$ cat src/rtl/vga_hmst_pkg.sv
// Shared types and constants for the VGA host-port initiator.
package vga_hmst_pkg;

  typedef enum logic [1:0] {
    ST_IDLE  = 2'd0,
    ST_SETUP = 2'd1,
    ST_WAIT  = 2'd2,
    ST_RESP  = 2'd3
  } state_t;

  // Byte enables parked when no cycle is driven.
  localparam logic [3:0]  BE_IDLE   = 4'hF;
  // Read data returned for an aborted cycle.
  localparam logic [31:0] TMO_RDATA = 32'hFFFF_FFFF;

  // IO space only decodes the low 16 address bits.
  function automatic logic [22:0] map_addr(input logic mem_io_n, input logic [22:0] addr);
    return mem_io_n ? addr : {7'd0, addr[15:0]};
  endfunction

endpackage

$ cat src/rtl/vga_hmst_if.sv
// Request/response channel plus the VGA core host-port bus.
interface vga_hmst_if;
  logic        cmd_valid;
  logic        cmd_ready;
  logic        cmd_mem_io_n;
  logic        cmd_rd_wr_n;
  logic [22:0] cmd_addr;
  logic [3:0]  cmd_be_n;
  logic [31:0] cmd_wdata;
  logic        rsp_valid;
  logic        rsp_ready;
  logic [31:0] rsp_rdata;
  logic        rsp_timeout;
  logic [22:0] t_haddr;
  logic [3:0]  t_byte_en_n;
  logic        t_mem_io_n;
  logic        t_hrd_hwr_n;
  logic        t_svga_sel;
  logic [31:0] t_hdata_in;
  logic [31:0] t_hdata_out;
  logic        h_t_ready_n;

  modport master (
    input  cmd_valid, cmd_mem_io_n, cmd_rd_wr_n, cmd_addr, cmd_be_n, cmd_wdata,
           rsp_ready, t_hdata_out, h_t_ready_n,
    output cmd_ready, rsp_valid, rsp_rdata, rsp_timeout,
           t_haddr, t_byte_en_n, t_mem_io_n, t_hrd_hwr_n, t_svga_sel, t_hdata_in
  );

  modport slave (
    output cmd_valid, cmd_mem_io_n, cmd_rd_wr_n, cmd_addr, cmd_be_n, cmd_wdata,
           rsp_ready, t_hdata_out, h_t_ready_n,
    input  cmd_ready, rsp_valid, rsp_rdata, rsp_timeout,
           t_haddr, t_byte_en_n, t_mem_io_n, t_hrd_hwr_n, t_svga_sel, t_hdata_in
  );
endinterface

$ cat src/rtl/vga_hmst_tmo_cnt.sv
// WAIT-state watchdog: counts WAIT cycles and flags the last allowed one.
module vga_hmst_tmo_cnt #(
  parameter int unsigned TIMEOUT_CYCLES = 255
) (
  input  logic clk,
  input  logic rst_n,
  input  logic clr,
  input  logic en,
  output logic expired
);
  localparam int unsigned W = $clog2(TIMEOUT_CYCLES + 1);
  localparam logic [W-1:0] LAST = W'(TIMEOUT_CYCLES - 1);

  logic [W-1:0] cnt_q;

  // Cleared while the cycle is set up, then counts every WAIT cycle.
  always_ff @(posedge clk) begin
    if (!rst_n)    cnt_q <= '0;
    else if (clr)  cnt_q <= '0;
    else if (en)   cnt_q <= cnt_q + W'(1);
  end

  // The count reaches TIMEOUT_CYCLES on the edge that this flag is acted upon.
  assign expired = en && (cnt_q == LAST);

endmodule

$ cat src/rtl/vga_host_master.sv
// Host-side initiator for the VGA core host port: one command at a time,
// IDLE -> SETUP -> WAIT -> RESP. Define VGA_HMST_TIMEOUT_EN to abort WAIT
// after TIMEOUT_CYCLES cycles; otherwise WAIT is unbounded.
module vga_host_master
  import vga_hmst_pkg::*;
#(
  parameter int unsigned IDLE_GAP       = 1,
  parameter int unsigned TIMEOUT_CYCLES = 255
) (
  input  logic        h_hclk,
  input  logic        h_reset_n,
  vga_hmst_if.master  bus
);
  localparam logic [3:0] GAP_LOAD = 4'(IDLE_GAP);

  state_t     state_q, state_d;
  logic [3:0] gap_q;
  logic       accept;
  logic       core_done;
  logic       tmo_hit;

  assign bus.cmd_ready = h_reset_n && (state_q == ST_IDLE) && (gap_q == 4'd0);
  assign accept        = bus.cmd_valid && bus.cmd_ready;
  assign core_done     = !bus.h_t_ready_n;

`ifdef VGA_HMST_TIMEOUT_EN
  vga_hmst_tmo_cnt #(.TIMEOUT_CYCLES(TIMEOUT_CYCLES)) u_tmo_cnt (
    .clk     (h_hclk),
    .rst_n   (h_reset_n),
    .clr     (state_q == ST_SETUP),
    .en      (state_q == ST_WAIT),
    .expired (tmo_hit)
  );
`else
  assign tmo_hit = 1'b0;
`endif

  // State register.
  always_ff @(posedge h_hclk) begin
    // NOTE: sequential state uses non-blocking assignments so every register
    // samples pre-edge values regardless of statement order.
    if (!h_reset_n) state_q <= ST_IDLE;
    else            state_q <= state_d;
  end

  // Next-state decode; ready outranks a simultaneous timeout.
  always_comb begin
    // NOTE: default first so no path leaves state_d unassigned (no latch).
    state_d = state_q;
    unique case (state_q)
      ST_IDLE:  if (accept)                state_d = ST_SETUP;
      ST_SETUP:                            state_d = ST_WAIT;
      ST_WAIT:  if (core_done || tmo_hit)  state_d = ST_RESP;
      ST_RESP:  if (bus.rsp_ready)         state_d = ST_IDLE;
      default:                             state_d = ST_IDLE;
    endcase
  end

  // Registered bus, response and inter-cycle gap.
  always_ff @(posedge h_hclk) begin
    if (!h_reset_n) begin
      gap_q           <= 4'd0;
      bus.t_haddr     <= '0;
      bus.t_byte_en_n <= BE_IDLE;
      bus.t_mem_io_n  <= 1'b1;
      bus.t_hrd_hwr_n <= 1'b1;
      bus.t_svga_sel  <= 1'b0;
      bus.t_hdata_in  <= '0;
      bus.rsp_valid   <= 1'b0;
      bus.rsp_rdata   <= '0;
      bus.rsp_timeout <= 1'b0;
    end else begin
      unique case (state_q)
        ST_IDLE: begin
          if (gap_q != 4'd0) gap_q <= gap_q - 4'd1;
          if (accept) begin
            bus.t_haddr     <= map_addr(bus.cmd_mem_io_n, bus.cmd_addr);
            bus.t_byte_en_n <= bus.cmd_be_n;
            bus.t_mem_io_n  <= bus.cmd_mem_io_n;
            bus.t_hrd_hwr_n <= bus.cmd_rd_wr_n;
            bus.t_hdata_in  <= bus.cmd_wdata;
          end
        end
        ST_SETUP: bus.t_svga_sel <= 1'b1;
        ST_WAIT: begin
          if (core_done || tmo_hit) begin
            bus.rsp_valid   <= 1'b1;
            bus.t_svga_sel  <= 1'b0;
            bus.t_byte_en_n <= BE_IDLE;
          end
          if (core_done) begin
            bus.rsp_rdata   <= bus.t_hrd_hwr_n ? bus.t_hdata_out : 32'd0;
            bus.rsp_timeout <= 1'b0;
          end else if (tmo_hit) begin
            bus.rsp_rdata   <= TMO_RDATA;
            bus.rsp_timeout <= 1'b1;
          end
        end
        ST_RESP: begin
          if (bus.rsp_ready) begin
            bus.rsp_valid <= 1'b0;
            gap_q         <= GAP_LOAD;
          end
        end
        default: ;
      endcase
    end
  end

endmodule

$ cat src/flat_wrapper.sv
// flat-port wrapper written by rule: the top's interface ports become plain ports
module vga_host_master_flat import vga_hmst_pkg::*;
#(
  parameter int unsigned IDLE_GAP       = 1,
  parameter int unsigned TIMEOUT_CYCLES = 255
)
  (h_hclk, h_reset_n, bus_cmd_valid, bus_cmd_mem_io_n, bus_cmd_rd_wr_n, bus_cmd_addr, bus_cmd_be_n, bus_cmd_wdata, bus_rsp_ready, bus_t_hdata_out, bus_h_t_ready_n, bus_cmd_ready, bus_rsp_valid, bus_rsp_rdata, bus_rsp_timeout, bus_t_haddr, bus_t_byte_en_n, bus_t_mem_io_n, bus_t_hrd_hwr_n, bus_t_svga_sel, bus_t_hdata_in);
  vga_hmst_if bus_i ();
  input  logic h_hclk;
  input  logic h_reset_n;
  input wire logic [$bits(bus_i.cmd_valid)-1:0] bus_cmd_valid;
  input wire logic [$bits(bus_i.cmd_mem_io_n)-1:0] bus_cmd_mem_io_n;
  input wire logic [$bits(bus_i.cmd_rd_wr_n)-1:0] bus_cmd_rd_wr_n;
  input wire logic [$bits(bus_i.cmd_addr)-1:0] bus_cmd_addr;
  input wire logic [$bits(bus_i.cmd_be_n)-1:0] bus_cmd_be_n;
  input wire logic [$bits(bus_i.cmd_wdata)-1:0] bus_cmd_wdata;
  input wire logic [$bits(bus_i.rsp_ready)-1:0] bus_rsp_ready;
  input wire logic [$bits(bus_i.t_hdata_out)-1:0] bus_t_hdata_out;
  input wire logic [$bits(bus_i.h_t_ready_n)-1:0] bus_h_t_ready_n;
  output wire logic [$bits(bus_i.cmd_ready)-1:0] bus_cmd_ready;
  output wire logic [$bits(bus_i.rsp_valid)-1:0] bus_rsp_valid;
  output wire logic [$bits(bus_i.rsp_rdata)-1:0] bus_rsp_rdata;
  output wire logic [$bits(bus_i.rsp_timeout)-1:0] bus_rsp_timeout;
  output wire logic [$bits(bus_i.t_haddr)-1:0] bus_t_haddr;
  output wire logic [$bits(bus_i.t_byte_en_n)-1:0] bus_t_byte_en_n;
  output wire logic [$bits(bus_i.t_mem_io_n)-1:0] bus_t_mem_io_n;
  output wire logic [$bits(bus_i.t_hrd_hwr_n)-1:0] bus_t_hrd_hwr_n;
  output wire logic [$bits(bus_i.t_svga_sel)-1:0] bus_t_svga_sel;
  output wire logic [$bits(bus_i.t_hdata_in)-1:0] bus_t_hdata_in;
  assign bus_i.cmd_valid = bus_cmd_valid;
  assign bus_i.cmd_mem_io_n = bus_cmd_mem_io_n;
  assign bus_i.cmd_rd_wr_n = bus_cmd_rd_wr_n;
  assign bus_i.cmd_addr = bus_cmd_addr;
  assign bus_i.cmd_be_n = bus_cmd_be_n;
  assign bus_i.cmd_wdata = bus_cmd_wdata;
  assign bus_i.rsp_ready = bus_rsp_ready;
  assign bus_i.t_hdata_out = bus_t_hdata_out;
  assign bus_i.h_t_ready_n = bus_h_t_ready_n;
  assign bus_cmd_ready = bus_i.cmd_ready;
  assign bus_rsp_valid = bus_i.rsp_valid;
  assign bus_rsp_rdata = bus_i.rsp_rdata;
  assign bus_rsp_timeout = bus_i.rsp_timeout;
  assign bus_t_haddr = bus_i.t_haddr;
  assign bus_t_byte_en_n = bus_i.t_byte_en_n;
  assign bus_t_mem_io_n = bus_i.t_mem_io_n;
  assign bus_t_hrd_hwr_n = bus_i.t_hrd_hwr_n;
  assign bus_t_svga_sel = bus_i.t_svga_sel;
  assign bus_t_hdata_in = bus_i.t_hdata_in;
  vga_host_master #(.IDLE_GAP(IDLE_GAP), .TIMEOUT_CYCLES(TIMEOUT_CYCLES)) u_core (.h_hclk(h_hclk), .h_reset_n(h_reset_n), .bus(bus_i));
endmodule
$ cat config.mk
export PLATFORM = sky130hd
export DESIGN_NAME = vga_host_master_flat
export DESIGN_NICKNAME = d
export VERILOG_FILES = /design/src/rtl/vga_hmst_pkg.sv /design/src/rtl/vga_hmst_if.sv /design/src/rtl/vga_hmst_tmo_cnt.sv /design/src/rtl/vga_host_master.sv /design/src/flat_wrapper.sv
export SDC_FILE = /design/constraint.sdc
export NUM_CORES = 1
export LEC_CHECK = 0
export ABC_AREA = 1
export CELL_PAD_IN_SITES_DETAIL_PLACEMENT = 1
export CELL_PAD_IN_SITES_GLOBAL_PLACEMENT = 1
export CORE_MARGIN = 2
export CORE_UTILIZATION = 29
export CTS_CLUSTER_SIZE = 8
export DETAILED_ROUTE_END_ITERATION = 8
export PLACE_DENSITY = 0.82
export SLEW_MARGIN = 20
export SYNTH_ARGS = -nofsm -noshare
export SYNTH_HDL_FRONTEND = slang
export SYNTH_SLANG_ARGS = --single-unit
$ cat constraint.sdc
create_clock -name h_hclk -period 3.7 [get_ports h_hclk]
set_input_delay 0.74 -clock h_hclk [delete_from_list [all_inputs] [get_ports h_hclk]]
set_output_delay 0.74 -clock h_hclk [all_outputs]
set_load 0.03 [all_outputs]
# Yosys cells after proc, flatten, opt, wreduce, memory -nomap -nowiden
# Cells that the tools add are included.
[word_totals]
word_cells = 53
ff_bits = 101
out_inout_bits = 97
input_bits = 98
[classes]
eq_ne = 7
n_mux = 17
n_addsub = 1
bitwise_logic = 1
reduce_logical = 17
[op_table]
columns = ["operator", "n"]
rows = [
  ["two-way mux 32 bit", 1],
  ["two-way mux 23 bit", 1],
  ["two-way mux 4 bit", 4],
  ["case mux 4 bit (2 select lines)", 2],
  ["AND reduction 3 bit", 4],
  ["case mux 2 bit (4 select lines)", 1],
  ["nonzero test 2 bit", 4],
  ["two-way mux 2 bit", 3],
  ["inequality test 2 bit (second input constant)", 3],
  ["AND reduction 2 bit", 3],
  ["== test 2 bit (second input constant)", 2],
  ["zero test 4 bit", 1],
  ["case mux 1 bit (2 select lines)", 2],
  ["nonzero test 4 bit", 1],
  ["subtractor 4 x 1 -> 4 bit (second input constant)", 1],
  ["logical AND 1 bit", 3],
  ["two-way mux 1 bit", 3],
  ["== test 2 x 1 -> 1 bit (second input constant)", 1],
  ["zero test 2 bit", 1],
  ["inequality test 2 x 1 -> 1 bit (second input constant)", 1],
  ["NOT 1 bit", 1],
]

# Logic depth before layout (Yosys ltp)
[logic_depth]
word_depth = 6
ltp_mapped = 10
mapped_depth_nobuf = 9

# Worst setup path after synthesis
# Ideal clock, no wire load.
[synth_path]
kind = "in2out"
startpoint = "in h_reset_n"
endpoint = "out bus_cmd_ready"
arrival_time_ns = 1.234
required_ns = 2.960
path_stages = 2
setup_slack_ns = 1.726
n_path_buf = 0
cell_sequence = "nand2_1 nor2_1"
[synth_via]
elab_chain_cells = 2
[synth_rtl]
columns = ["element", "line_no", "text"]
rows = [
  ["from (decl)", "flat_wrapper.sv:10", "input logic h_reset_n;"],
  ["logical AND 1 bit (2 in series)", "vga_host_master.sv:22", "assign bus.cmd_ready = h_reset_n && (state_q == ST_IDLE) && (gap_q == 4'd0);"],
  ["to (decl)", "flat_wrapper.sv:20", "output wire logic [$bits(bus_i.cmd_ready)-1:0] bus_cmd_ready;"],
]
# Every way passes these cells.

# Worst setup path in the final report
[layout_path]
startpoint = "reg u_core.state_q[0]"
endpoint = "out bus_cmd_ready"
[layout_via]
elab_chain_cells = 3
[layout_rtl]
columns = ["element", "line_no", "text"]
rows = [
  ["from (decl)", "vga_host_master.sv:16", "state_t state_q, state_d;"],
  ["from (signal assigned)", "vga_host_master.sv:43", "else state_q <= state_d;"],
  ["zero test 2 bit", "vga_host_master.sv:22", ""],
  ["logical AND 1 bit (2 in series)", "vga_host_master.sv:22", ""],
]
# Every way passes these cells.

==> impl_results.md <==
- Synth area leaders: dfxtp_1 (54%), nor2_1 (11%), inv_1 (7.6%)
- Leakage power: 2.41 nW
- WL final: 12.8 mm
- Final setup vio count: 0
- HPWL after DPL: 9.51 mm
- I/O pins: 195
- Core area: 12700 um2
- Final worst setup slack: 0.906 ns
- Post-Syn Nets: 584
- Seq pwr share: 35.8%
- Yosys reg bits: 101
- Synthesized instance count: 480
- Kind of critical path: reg2out
- Place WS: 1.18 ns
- Critical Path AT: 2.05 ns
- Worst slew pin tran: 0.891 ns
- Max-cap viol count: 0
- F_max: 358 MHz
- Most common cell after layout, fill and taps aside: clkdlybuf4s50_1
- Clock H-tree levels: 3
- Sw Ratio: 35.8%
- Post-cts sizing count: 0
- Vias in the first global route: 3986
- Internal power: 2.49 mW
- Overflow left after global routing: 0
- Mean Syn Cell Area: 7.86 um2
- Total track usage: 18.4%
- Antenna diode count: 0
- Wire per inst: 15.3 um
- Final period utilization: 75.5%
- Seq/Total Area, Yosys: 53.6%
- Switch Pwr: 1.39 mW
- Placed instance count: 825
- Gpl congestion: 0.767
- Synth cell types: 24
- Startpoint class of the critical path: register
- Slew Limit Fails: 0
- Hold-fix buffers, CTS: 0
- Comb pwr share: 37.4%
- Worst Reg2Reg Path Length in Cells: 10
- CTS max path bufs: 2
- Synth top area share: 53.6%
- CP Data Required Time: 2.96 ns
- Crit path time final: 2.79 ns
- Iter 0 DRT Violations: 160
- Antenna Nets Post-Route: 0
- Nets: 768
- Clock network power share: 26.7%
- CP max-delay cell: clkdlybuf4s50_1
- Area growth, synth to finish: 62.8%
- Status: finished clean
- Pwr Density: 630 nW/um2
- CTS tree: built
- DRC viols: 0
- Clk pin slew, worst setup/hold paths: 0.07 ns
- Die area: 13900 um2
- Clock Tree Root: clkbuf_16
- Hold path cells: 2
- CP max FO: 4
- CP max stage delay: 0.68 ns
- First-pass GRT wire length: 20.5 mm
- RSZ-0062 raised after global routing: no
- Cell taking the most area after synthesis: dfxtp_1
- TritonCTS Sinks: 101
- Commonest cells after routing, fill and taps aside: clkdlybuf4s50_1 (192), nor2_1 (107), dfxtp_1 (101)
- CP Cell Sequence: inv_1 -> ha_1 -> nand2_1 -> nor2_1 -> clkdlybuf4s50_1
- Synth warn: 0
- Vias: 3801
- Synthesized cell area: 3770 um2
- Initial core utilization: 29.8%
- DR pass1 iterations: 4
- DIE HEIGHT: 118 um
- Setup Skew: 0.00394 ns
- Post-Layout Cell Count: 841
- Fin util: 48.5%
- Fraction of layout cells with a size suffix above 1: 4.63%
- Avg Vias per Cell: 4.52
- Post-CTS setup buffers: 0
- Final Hold Viols: 0
- Clk_lat worst skew: 0.34 ns
- Largest net degree at the start of global routing: 61
- Number of I/O port buffers: 193
- Row count: 41
- Hold Crit Class: reg2reg
- Initial antenna violation count: 0
- Die W: 118 um
- Total negative slack: 0 ns
- Cts bufs inserted: 9
- Max rail drop VDD: 0.310 mV
- Crit. End Element: output pin
- Slew margin rel.: 40.5%
[per-layer routing]
| metal | wire (um) | up-vias | share of wire (%) | track usage, % |
|---|---|---|---|---|
| li1 | - | 1876 | - | - |
| met1 | 5340 | 1794 | 42 | 20.2 |
| met2 | 6620 | 103 | 52 | 33.7 |
| met3 | 480 | 28 | 3.7 | 3.49 |
| met4 | 393 | 0 | 3.1 | 9.04 |
| met5 | 0 | - | 0 | 0 |
[area by class of cell]
| cell class | instances | area, um2 |
|---|---|---|
| Clock buffer | 12 | 256 |
| Clock inverter | 4 | 70.1 |
| Fill cell | 1534 | 6530 |
| Inverter | 79 | 297 |
| Multi-Input combinational cell | 276 | 1330 |
| Sequential cell | 101 | 2020 |
| Tap cell | 172 | 215 |
| Timing Repair Buffer | 197 | 1960 |
[flip-flops by register name, summed over array words and instances (netlist names)]
name and cells:
u_core.state_q 2, u_core.bus.rsp_valid 1, u_core.bus.t_haddr 23, u_core.bus.t_svga_sel 1, u_core.gap_q 4, u_core.bus.t_hrd_hwr_n 1
u_core.bus.rsp_rdata 32, u_core.bus.t_hdata_in 32, u_core.bus.t_byte_en_n 4, u_core.bus.t_mem_io_n 1
[per-stage QoR]
step | total power [mW] | cell area (um2) | hold slack (ns)
after floorplan | 2.27 | 3770 | 0.493
after global placement | 2.79 | 5820 | 0.456
after global routing | 4.10 | 6140 | 0.493
final | 3.87 | 6140 | 0.469
after CTS | 3.92 | 6140 | 0.475
after detailed placement | 2.87 | 5820 | 0.456
[critical path: cells and delay by family (launching register included)]
family | cells | cell delay, ns
adders and majority gates | 1 | 0.29
and+or+nand+nor | 2 | 0.27
DFF | 1 | 0.35
buffers and inverters | 2 | 0.80
[cells by family after synthesis]
| family | synth area share (%) |
|---|---|
| compound gates | 14.3 |
| flops | 53.6 |
| fa+ha+maj | 1.99 |
| xor+xnor | 0.232 |
| buf+inv | 11.4 |
| simple gates | 18.4 |
| other cells | 0.0993 |
[cells in the mapped netlist (all sizes together)]
cell type  count
a21oi         15
nand2         36
nand3         14
ha             6
o22ai         32
clkbuf        12
clkinv         1
conb           1
buf           12
inv           78
dfxtp        101
o21ai         53
nor3           2
xor2           1
nand4          3
nor2         109
or2            4
[power groups by stage]
stage / clock [mW] / sequential [mW] / combinational (mW)
2_1_floorplan: 0 / 1.72 / 0.556
3_3_place_gp: 0 / 1.39 / 1.40
3_5_place_dp: 0 / 1.41 / 1.46
4_1_cts: 1.07 / 1.39 / 1.47
5_1_grt: 1.10 / 1.41 / 1.58
6_report: 1.04 / 1.39 / 1.45
[final timing paths]
kind / from / end / slack [ns]
max: u_core.state_q[0] / bus_cmd_ready / 0.91
min: u_core.bus.t_byte_en_n[3] / u_core.bus.t_byte_en_n[3] / 0.47
max reg2reg: u_core.state_q[0] / u_core.bus.t_byte_en_n[1] / 1.63
min reg2reg: u_core.bus.t_byte_en_n[3] / u_core.bus.t_byte_en_n[3] / 0.47
No activity file was read; power rests on OpenSTA's default activity.
